[src/rtl/branch_target_buffer_if.sv]
`default_nettype none
// ============================================================================
// Module      : branch_target_buffer_if
// Description : Update, lookup and counter bundle between the branch/load
//               controller, the fetch stage and the branch target buffer.
// Revision    : 1.0 - initial release
// ============================================================================
interface branch_target_buffer_if #(
    parameter int DATA_W = 16,
    parameter int CNT_W  = 2
);
    logic [DATA_W-1:0] PC_fetch;
    logic [DATA_W-1:0] PC_out_ID_RF;
    logic              BP_write_enable;
    logic [DATA_W-1:0] PC_BP_in;
    logic [DATA_W-1:0] BTA_BP_in;
    logic              H_BP_in;
    logic [CNT_W:0]    add_BP_in;
    logic              enable1;
    logic              enable2;
    logic              pred_taken;
    logic [DATA_W-1:0] pred_target;
    logic [CNT_W+1:0]  add_BP_out;
    logic [CNT_W-1:0]  count1;
    logic [CNT_W-1:0]  count2;

    modport master (
        output PC_fetch, PC_out_ID_RF, BP_write_enable, PC_BP_in, BTA_BP_in,
               H_BP_in, add_BP_in, enable1, enable2,
        input  pred_taken, pred_target, add_BP_out, count1, count2
    );

    modport slave (
        input  PC_fetch, PC_out_ID_RF, BP_write_enable, PC_BP_in, BTA_BP_in,
               H_BP_in, add_BP_in, enable1, enable2,
        output pred_taken, pred_target, add_BP_out, count1, count2
    );
endinterface
`default_nettype wire

[src/rtl/branch_target_buffer.sv]
`default_nettype none
// ============================================================================
// Module      : branch_target_buffer
// Description : 8-entry BTB (BEQ class 0-3, JAL class 4-7) with fetch-side
//               prediction, ID_RF-side hit/index lookup and per-class victim counters.
// Revision    : 1.0 - initial release
// ============================================================================
module branch_target_buffer #(
    parameter int DATA_W = 16,
    parameter int CNT_W  = 2
) (
    input  wire logic              clock,
    input  wire logic              reset,
    branch_target_buffer_if.slave  bus
);
    localparam int IDX_W   = CNT_W + 1;
    localparam int ENTRIES = 2 ** IDX_W;

    logic              valid_q [ENTRIES];
    logic [DATA_W-1:0] tag_q   [ENTRIES];
    logic [DATA_W-1:0] bta_q   [ENTRIES];
    logic              hist_q  [ENTRIES];
    logic [CNT_W-1:0]  count1_q, count1_d;
    logic [CNT_W-1:0]  count2_q, count2_d;

    logic              fetch_hit;
    logic [IDX_W-1:0]  fetch_idx;
    logic              idrf_hit;
    logic [IDX_W-1:0]  idrf_idx;

    always_comb begin
        count1_d = bus.enable1 ? count1_q + 1'b1 : count1_q;
        count2_d = bus.enable2 ? count2_q + 1'b1 : count2_q;
    end

    // Scan from the top down so the lowest matching index is the one left standing.
    always_comb begin
        fetch_hit = 1'b0;
        fetch_idx = '0;
        idrf_hit  = 1'b0;
        idrf_idx  = '0;
        for (int i = ENTRIES - 1; i >= 0; i--) begin
            if (valid_q[i] && (tag_q[i] == bus.PC_fetch)) begin
                fetch_hit = 1'b1;
                fetch_idx = i[IDX_W-1:0];
            end
            if (valid_q[i] && (tag_q[i] == bus.PC_out_ID_RF)) begin
                idrf_hit = 1'b1;
                idrf_idx = i[IDX_W-1:0];
            end
        end
    end

    // Gating with reset keeps outputs quiet during reset independent of array clear timing.
    always_comb begin
        bus.pred_taken  = reset & fetch_hit & hist_q[fetch_idx];
        bus.pred_target = bus.pred_taken ? bta_q[fetch_idx] : '0;
        bus.add_BP_out  = (reset & idrf_hit) ? {1'b1, idrf_idx} : '0;
        bus.count1      = count1_q;
        bus.count2      = count2_q;
    end

    always_ff @(posedge clock or negedge reset) begin
        if (!reset) begin
            for (int i = 0; i < ENTRIES; i++) begin
                valid_q[i] <= 1'b0;
                tag_q[i]   <= '0;
                bta_q[i]   <= '0;
                hist_q[i]  <= 1'b0;
            end
            count1_q <= '0;
            count2_q <= '0;
        end else begin
            if (bus.BP_write_enable) begin
                valid_q[bus.add_BP_in] <= 1'b1;
                tag_q[bus.add_BP_in]   <= bus.PC_BP_in;
                bta_q[bus.add_BP_in]   <= bus.BTA_BP_in;
                hist_q[bus.add_BP_in]  <= bus.H_BP_in;
            end
            count1_q <= count1_d;
            count2_q <= count2_d;
        end
    end
endmodule
`default_nettype wire

[src/flat_wrapper.sv]
// flat-port wrapper written by rule: the top's interface ports become plain ports
module branch_target_buffer_flat 
#(
    parameter int DATA_W = 16,
    parameter int CNT_W  = 2
)
  (clock, reset, bus_PC_fetch, bus_PC_out_ID_RF, bus_BP_write_enable, bus_PC_BP_in, bus_BTA_BP_in, bus_H_BP_in, bus_add_BP_in, bus_enable1, bus_enable2, bus_pred_taken, bus_pred_target, bus_add_BP_out, bus_count1, bus_count2);
  branch_target_buffer_if #(.DATA_W(DATA_W), .CNT_W(CNT_W)) bus_i ();
  input  wire logic clock;
  input  wire logic reset;
  input wire logic [$bits(bus_i.PC_fetch)-1:0] bus_PC_fetch;
  input wire logic [$bits(bus_i.PC_out_ID_RF)-1:0] bus_PC_out_ID_RF;
  input wire logic [$bits(bus_i.BP_write_enable)-1:0] bus_BP_write_enable;
  input wire logic [$bits(bus_i.PC_BP_in)-1:0] bus_PC_BP_in;
  input wire logic [$bits(bus_i.BTA_BP_in)-1:0] bus_BTA_BP_in;
  input wire logic [$bits(bus_i.H_BP_in)-1:0] bus_H_BP_in;
  input wire logic [$bits(bus_i.add_BP_in)-1:0] bus_add_BP_in;
  input wire logic [$bits(bus_i.enable1)-1:0] bus_enable1;
  input wire logic [$bits(bus_i.enable2)-1:0] bus_enable2;
  output wire logic [$bits(bus_i.pred_taken)-1:0] bus_pred_taken;
  output wire logic [$bits(bus_i.pred_target)-1:0] bus_pred_target;
  output wire logic [$bits(bus_i.add_BP_out)-1:0] bus_add_BP_out;
  output wire logic [$bits(bus_i.count1)-1:0] bus_count1;
  output wire logic [$bits(bus_i.count2)-1:0] bus_count2;
  assign bus_i.PC_fetch = bus_PC_fetch;
  assign bus_i.PC_out_ID_RF = bus_PC_out_ID_RF;
  assign bus_i.BP_write_enable = bus_BP_write_enable;
  assign bus_i.PC_BP_in = bus_PC_BP_in;
  assign bus_i.BTA_BP_in = bus_BTA_BP_in;
  assign bus_i.H_BP_in = bus_H_BP_in;
  assign bus_i.add_BP_in = bus_add_BP_in;
  assign bus_i.enable1 = bus_enable1;
  assign bus_i.enable2 = bus_enable2;
  assign bus_pred_taken = bus_i.pred_taken;
  assign bus_pred_target = bus_i.pred_target;
  assign bus_add_BP_out = bus_i.add_BP_out;
  assign bus_count1 = bus_i.count1;
  assign bus_count2 = bus_i.count2;
  branch_target_buffer #(.DATA_W(DATA_W), .CNT_W(CNT_W)) u_core (.clock(clock), .reset(reset), .bus(bus_i));
endmodule
[config.mk]
export PLATFORM = sky130hd
export DESIGN_NAME = branch_target_buffer_flat
export DESIGN_NICKNAME = d
export VERILOG_FILES = /design/src/rtl/branch_target_buffer_if.sv /design/src/rtl/branch_target_buffer.sv /design/src/flat_wrapper.sv
export SDC_FILE = /design/constraint.sdc
export NUM_CORES = 1
export LEC_CHECK = 0
export CORE_AREA = 5 5 205 148
export CTS_BUF_LIST = sky130_fd_sc_hd__clkbuf_16
export DETAILED_ROUTE_END_ITERATION = 12
export DIE_AREA = 0 0 210 153
export PLACE_DENSITY = 0.74
export REMOVE_ABC_BUFFERS = 1
export SLEW_MARGIN = 20
export SYNTH_ARGS = -nofsm -noshare
export SYNTH_HDL_FRONTEND = slang
export SYNTH_SLANG_ARGS = --single-unit
[constraint.sdc]
create_clock -name clock -period 7.23 [get_ports clock]
set_clock_uncertainty 0.2 [all_clocks]
set_input_delay 1.0845 -clock clock [delete_from_list [all_inputs] [get_ports clock]]
set_output_delay 1.0845 -clock clock [all_outputs]
set_load 0.1 [all_outputs]
Word level (Yosys, flattened, before mapping)
Index checks and enable logic that the tools add are counted.
- register bits after elaboration: 276
- memory bits (writable): 0
- bits in read-only memories: 0
- bits in latches: 0
- memories kept: 0
- output and inout bits: 25
- reductions and logical operators: 17
- equal/unequal tests: 16
- shifts and indexed selects: 0
- add/subtract/negate cells: 2
- $lt $le $gt $ge: 3
- multiplexer cells: 47
- divide/modulo/power cells: 0
- bitwise operators: 6
- multipliers: 0
- operators by type and width (kind ; number):
    $bwmux W128 ; 2
    $eq A16 B16 Y1 ; 16
    $mux W16 ; 4
    $bmux W16 S3 ; 1
    $demux W16 S3 ; 1
    $mux W3 ; 16
    $mux W1 ; 19
    $logic_and A1 B1 Y1 ; 17
    $bwmux W8 ; 1
    $ge A4 B4 Y1 const B ; 2
    $not A3 Y4 ; 2
    $or A8 B8 Y8 ; 1
    $add A2 B1 Y2 const B ; 2
    $lt A4 B1 Y1 const B ; 1
    $mux W4 ; 1
    $and A1 B1 Y1 ; 3
    $bmux W1 S3 ; 1
    $demux W1 S3 ; 1

Logic depth before layout (Yosys ltp)
- depth after elaboration: 16
- gate-level depth with buffers: 13

Worst setup path before layout
No wires, ideal clock.
- path kind: input port to output port
- start point: input port bus_PC_fetch[7]
- end point: output port bus_pred_target[5]
- stages: 11
- path buffers: 2
- data arrival time: 6.281 ns
- path slack: -0.336 ns
- cells stage by stage: clkbuf_1 -> xnor2_1 -> or4b_1 -> or4_4 -> o2bb2a_4 -> o311ai_1 -> nor3b_1 -> a21oi_2 -> buf_2 -> o211ai_1 -> a311oi_1
- cells in the longest elaborated chain, start to end: 16
- elaborated cells between the ends (all ways): 42
- ends and longest elaborated chain (item ; line ; source):
    start, declared ; flat_wrapper.sv:11 ; input wire logic [$bits(bus_i.PC_fetch)-1:0] bus_PC_fetch;
    $eq A16 B16 Y1 ; branch_target_buffer.sv:43 ; if (valid_q[i] && (tag_q[i] == bus.PC_fetch)) begin
    $logic_and A1 B1 Y1 ; branch_target_buffer.sv:43 ;
    $mux W3 (8 in a row) ; branch_target_buffer.sv:43 ;
    $not A3 Y4 (implied by the code) ; branch_target_buffer.sv:56, branch_target_buffer.sv:57 ;
    $bmux W1 S3 ; branch_target_buffer.sv:56 ; bus.pred_taken = reset & fetch_hit & hist_q[fetch_idx];
    $mux W1 (implied by the code) (2 in a row) ; branch_target_buffer.sv:56 ;
    $and A1 B1 Y1 ; branch_target_buffer.sv:56 ;
    $mux W16 * ; branch_target_buffer.sv:57 ; bus.pred_target = bus.pred_taken ? bta_q[fetch_idx] : '0;
    end, declared ; flat_wrapper.sv:21 ; output wire logic [$bits(bus_i.pred_target)-1:0] bus_pred_target;
Every way passes the cells marked *; elsewhere a longest branch is shown, timed or not. The select of a mux whose other input is x is not followed.

Worst setup path after layout
- start point: input port bus_PC_fetch[3]
- end point: output port bus_pred_target[15]
The elaborated chain is that of the path after synthesis.

==> results.yml <==
floorplan:
  fp.dieH_um: 153
  num_io_pins: 98
  rows: 52
  start_util: 0.5376
  coreArea_um2: 28240
  die-area_um2: 32130
  dieWidth_um: 210
setup_path:
  cp.required_ns: 5.95
  cpPeakStageDelay_ns: 0.85
  arrival_ns: 5.64
  r2r_slack_ns: 6.14
  cp_slowest_cell: "clkdlybuf4s50_1"
  critPathKind: "in2out"
  critPathCaptureType: "output port"
  path_cells: "clkdlybuf4s50_1 -> xor2_1 -> or4_1 -> nor3b_1 -> nand4_1 -> a311oi_4 -> buf_4 -> mux2_2 -> nand3_1 -> a311oi_1 -> buf_4 -> buf_12"
  r2r-end: "u_core.valid_q[6]"
  worstPathMaxFanout: 48
  r2r-start: "u_core.valid_q[6]"
  startpoint_type: "input port"
  r2r_cells: 1
  crit_path_frequent_cell: "buf_4"
yosys:
  syn_inst: 1278
  ys_types: 47
  yosysWarningCount: 0
  synth_xor_area_frac: 0.1500
  synth_top_cell_area_share: 0.4550
  avgSynthCellArea_um2: 11.88
  synth_ff_type: "dfrtp_1"
  syn_area_um2: 15180
  synth_seq_cells: 276
  synth.area.top_cells: "dfrtp_1 45%, mux2_2 22%, xnor2_1 10%"
  synth_seq_area_share: 0.4550
  synth_compound_area_frac: 0.04789
  synth-async-reset-ratio: 1.000
  synth-simple-area-share: 0.1027
  synth_top_family_by_area: "multiplexers"
  synthMuxAreaShare: 0.2209
  yosys.area.top_type: "dfrtp_1"
  synth_fa_ha_area_frac: 0
  synth_edf_count: 0
placement:
  hpwl_mm: 34.92
  port_buffers: 97
  place_congestion: 1.001
  dpl.cell_count: 1713
cells_and_area:
  layout_common_cells: "296 x mux2_2, 276 x dfrtp_1, 176 x xnor2_1"
  layout.cells.non_filler: 1764
  syn_to_final_growth_pct: 17.00
  nets: 1438
  antenna_cells: 0
  final_common_cell: "mux2_2"
  drive_gt1_frac: 0.3095
  fillers: 2236
  fin_util: 0.6290
timing:
  post-route-period-util: 0.9583
  fmax_ghz: 0.1443
  fin_tns_setup_ns: 0
  hold_ws_ns: 0.2630
  slew_violations: 0
  setup_viol: 0
  min_period_ns: 6.929
  slew_headroom: 0.2536
  worst_slew_pin_slew_ns: 1.113
  hold_viol: 0
  rsz0062_at_grt: "false"
global_routing:
  grt_pass1_vias: 11000
  grt_overflow: 0
  grt_max_degree: 158
  grt_pass1_wl_mm: 74.60
  antenna_found_initial: 1
  grt_most_used_layer: "met1"
  grtUsageTotal: 0.3079
  grtUsageMet3: 0.09896
  gr-usage-met2: 0.4019
  grtUsageMet1: 0.4983
clock_tree:
  htree_levels: 1
  cts_hold_buf: 0
  cts_sinks: 276
  cts-root-buf: "clkbuf_16"
  cts_tree: "done"
  clockBufferDepth: 3
  clk_pin_slew_worst_paths_ns: 0.06
  cts_buffers: 28
  clkLatencyLatePin_ns: 0.54
  post_cts_buffers: 0
  cts_resized: 0
route:
  drt_wl_total_mm: 49.83
  drt_iter0_drc: 961
  vias_per_cell: 6.196
  drc_errors: 0
  dr.pass1.iters: 5
  vias: 10930
  ant_nets: 0
  wl_per_cell_um: 28.25
run_status:
  status: "finished clean"
pwr:
  p_per_area_nw_per_um2: 282.4
  finalPower_uw: 5016
  p_leak_uw: 0.006937
  ir_drop_uv: 193.4
run:
  cap_violations: 0
worst_hold_path:
  min_path_type: "in2async"
==> power breakdown <==
part	switching [uW]	internal (uW)	total, uW
Combinational	694	620	1310
Sequential	325	1890	2210
Clock	626	866	1490
Total	1640	3370	5020
==> through the flow <==
step                cell area, um2  setup slack, ns
global route                 17760           0.1330
CTS                          17760           0.4156
finish                       17760           0.3014
detailed placement           16820           0.4363
global placement             16820           0.4052
floorplan                    14830           -1.404
==> metal layers <==
| layer | wire length (um) | vias to the layer above |
|---|---|---|
| met5 | 110 | - |
| met2 | 19400 | 402 |
| met1 | 24790 | 5724 |
| met4 | 762 | 2 |
| met3 | 4760 | 55 |
| li1 | - | 4746 |
==> worst max path at each step <==
stage / startpoint / end / depth (start not counted)
5_1_grt: bus_PC_fetch[3] / bus_pred_target[0] / 13
6_report: bus_PC_fetch[3] / bus_pred_target[15] / 12
3_5_place_dp: bus_PC_fetch[3] / bus_pred_target[15] / 12
3_3_place_gp: bus_PC_fetch[3] / bus_pred_target[15] / 12
4_1_cts: bus_PC_fetch[3] / bus_pred_target[15] / 12
2_1_floorplan: bus_PC_fetch[3] / bus_pred_target[0] / 9
==> worst max-delay path, delay by kind of cell <==
| family | cells | cell delay, ns |
|---|---|---|
| simple gates | 4 | 1.22 |
| xor+xnor | 1 | 0.32 |
| buf+inv | 4 | 1.79 |
| mux | 1 | 0.27 |
| compound gates | 2 | 0.90 |
==> cell type report <==
| type | instances | area (um2) | area share |
|---|---|---|---|
| clock buffers | 29 | 725.7 | 0.04086 |
| clock inverters | 22 | 206.4 | 0.01162 |
| inverters | 1 | 3.754 | 0.0002113 |
| multi-input cells | 918 | 7961 | 0.4483 |
| flip-flops and latches | 276 | 6907 | 0.3889 |
| well taps | 378 | 473.0 | 0.02663 |
| repair buffers | 140 | 1484 | 0.08355 |
==> sequential cells by signal, indices dropped and copies added (netlist names) <==
name               cells
u_core.bus.count2      2
u_core.tag_q         128
u_core.hist_q          8
u_core.valid_q         8
u_core.bus.count1      2
u_core.bta_q         128
==> cell families after synthesis <==
family                 after synthesis
AO/OA/AOI/OAI                       85
flip-flops                         276
buffers and inverters               84
XOR/XNOR                           260
AND/OR/NAND/NOR                    275
multiplexers                       298
==> cell usage after synthesis (all sizes together), types with 2 or more instances <==
cell type	number
mux2	296
nor3	4
a31oi	2
xnor2	176
nor2	31
a311o	16
nor4	32
nand3	30
o211ai	17
a21oi	21
mux2i	2
or4b	3
o21ai	2
or2	6
a311oi	19
nand4b	4
nand2b	7
nor4b	12
nor2b	19
or3b	2
dfrtp	276
clkbuf	68
xor2	84
nand2	59
buf	15
nand4	40
nor3b	8
and3	2
a211oi	3
or4	9
nand4bb	4
(Power assumes the default switching activity.)
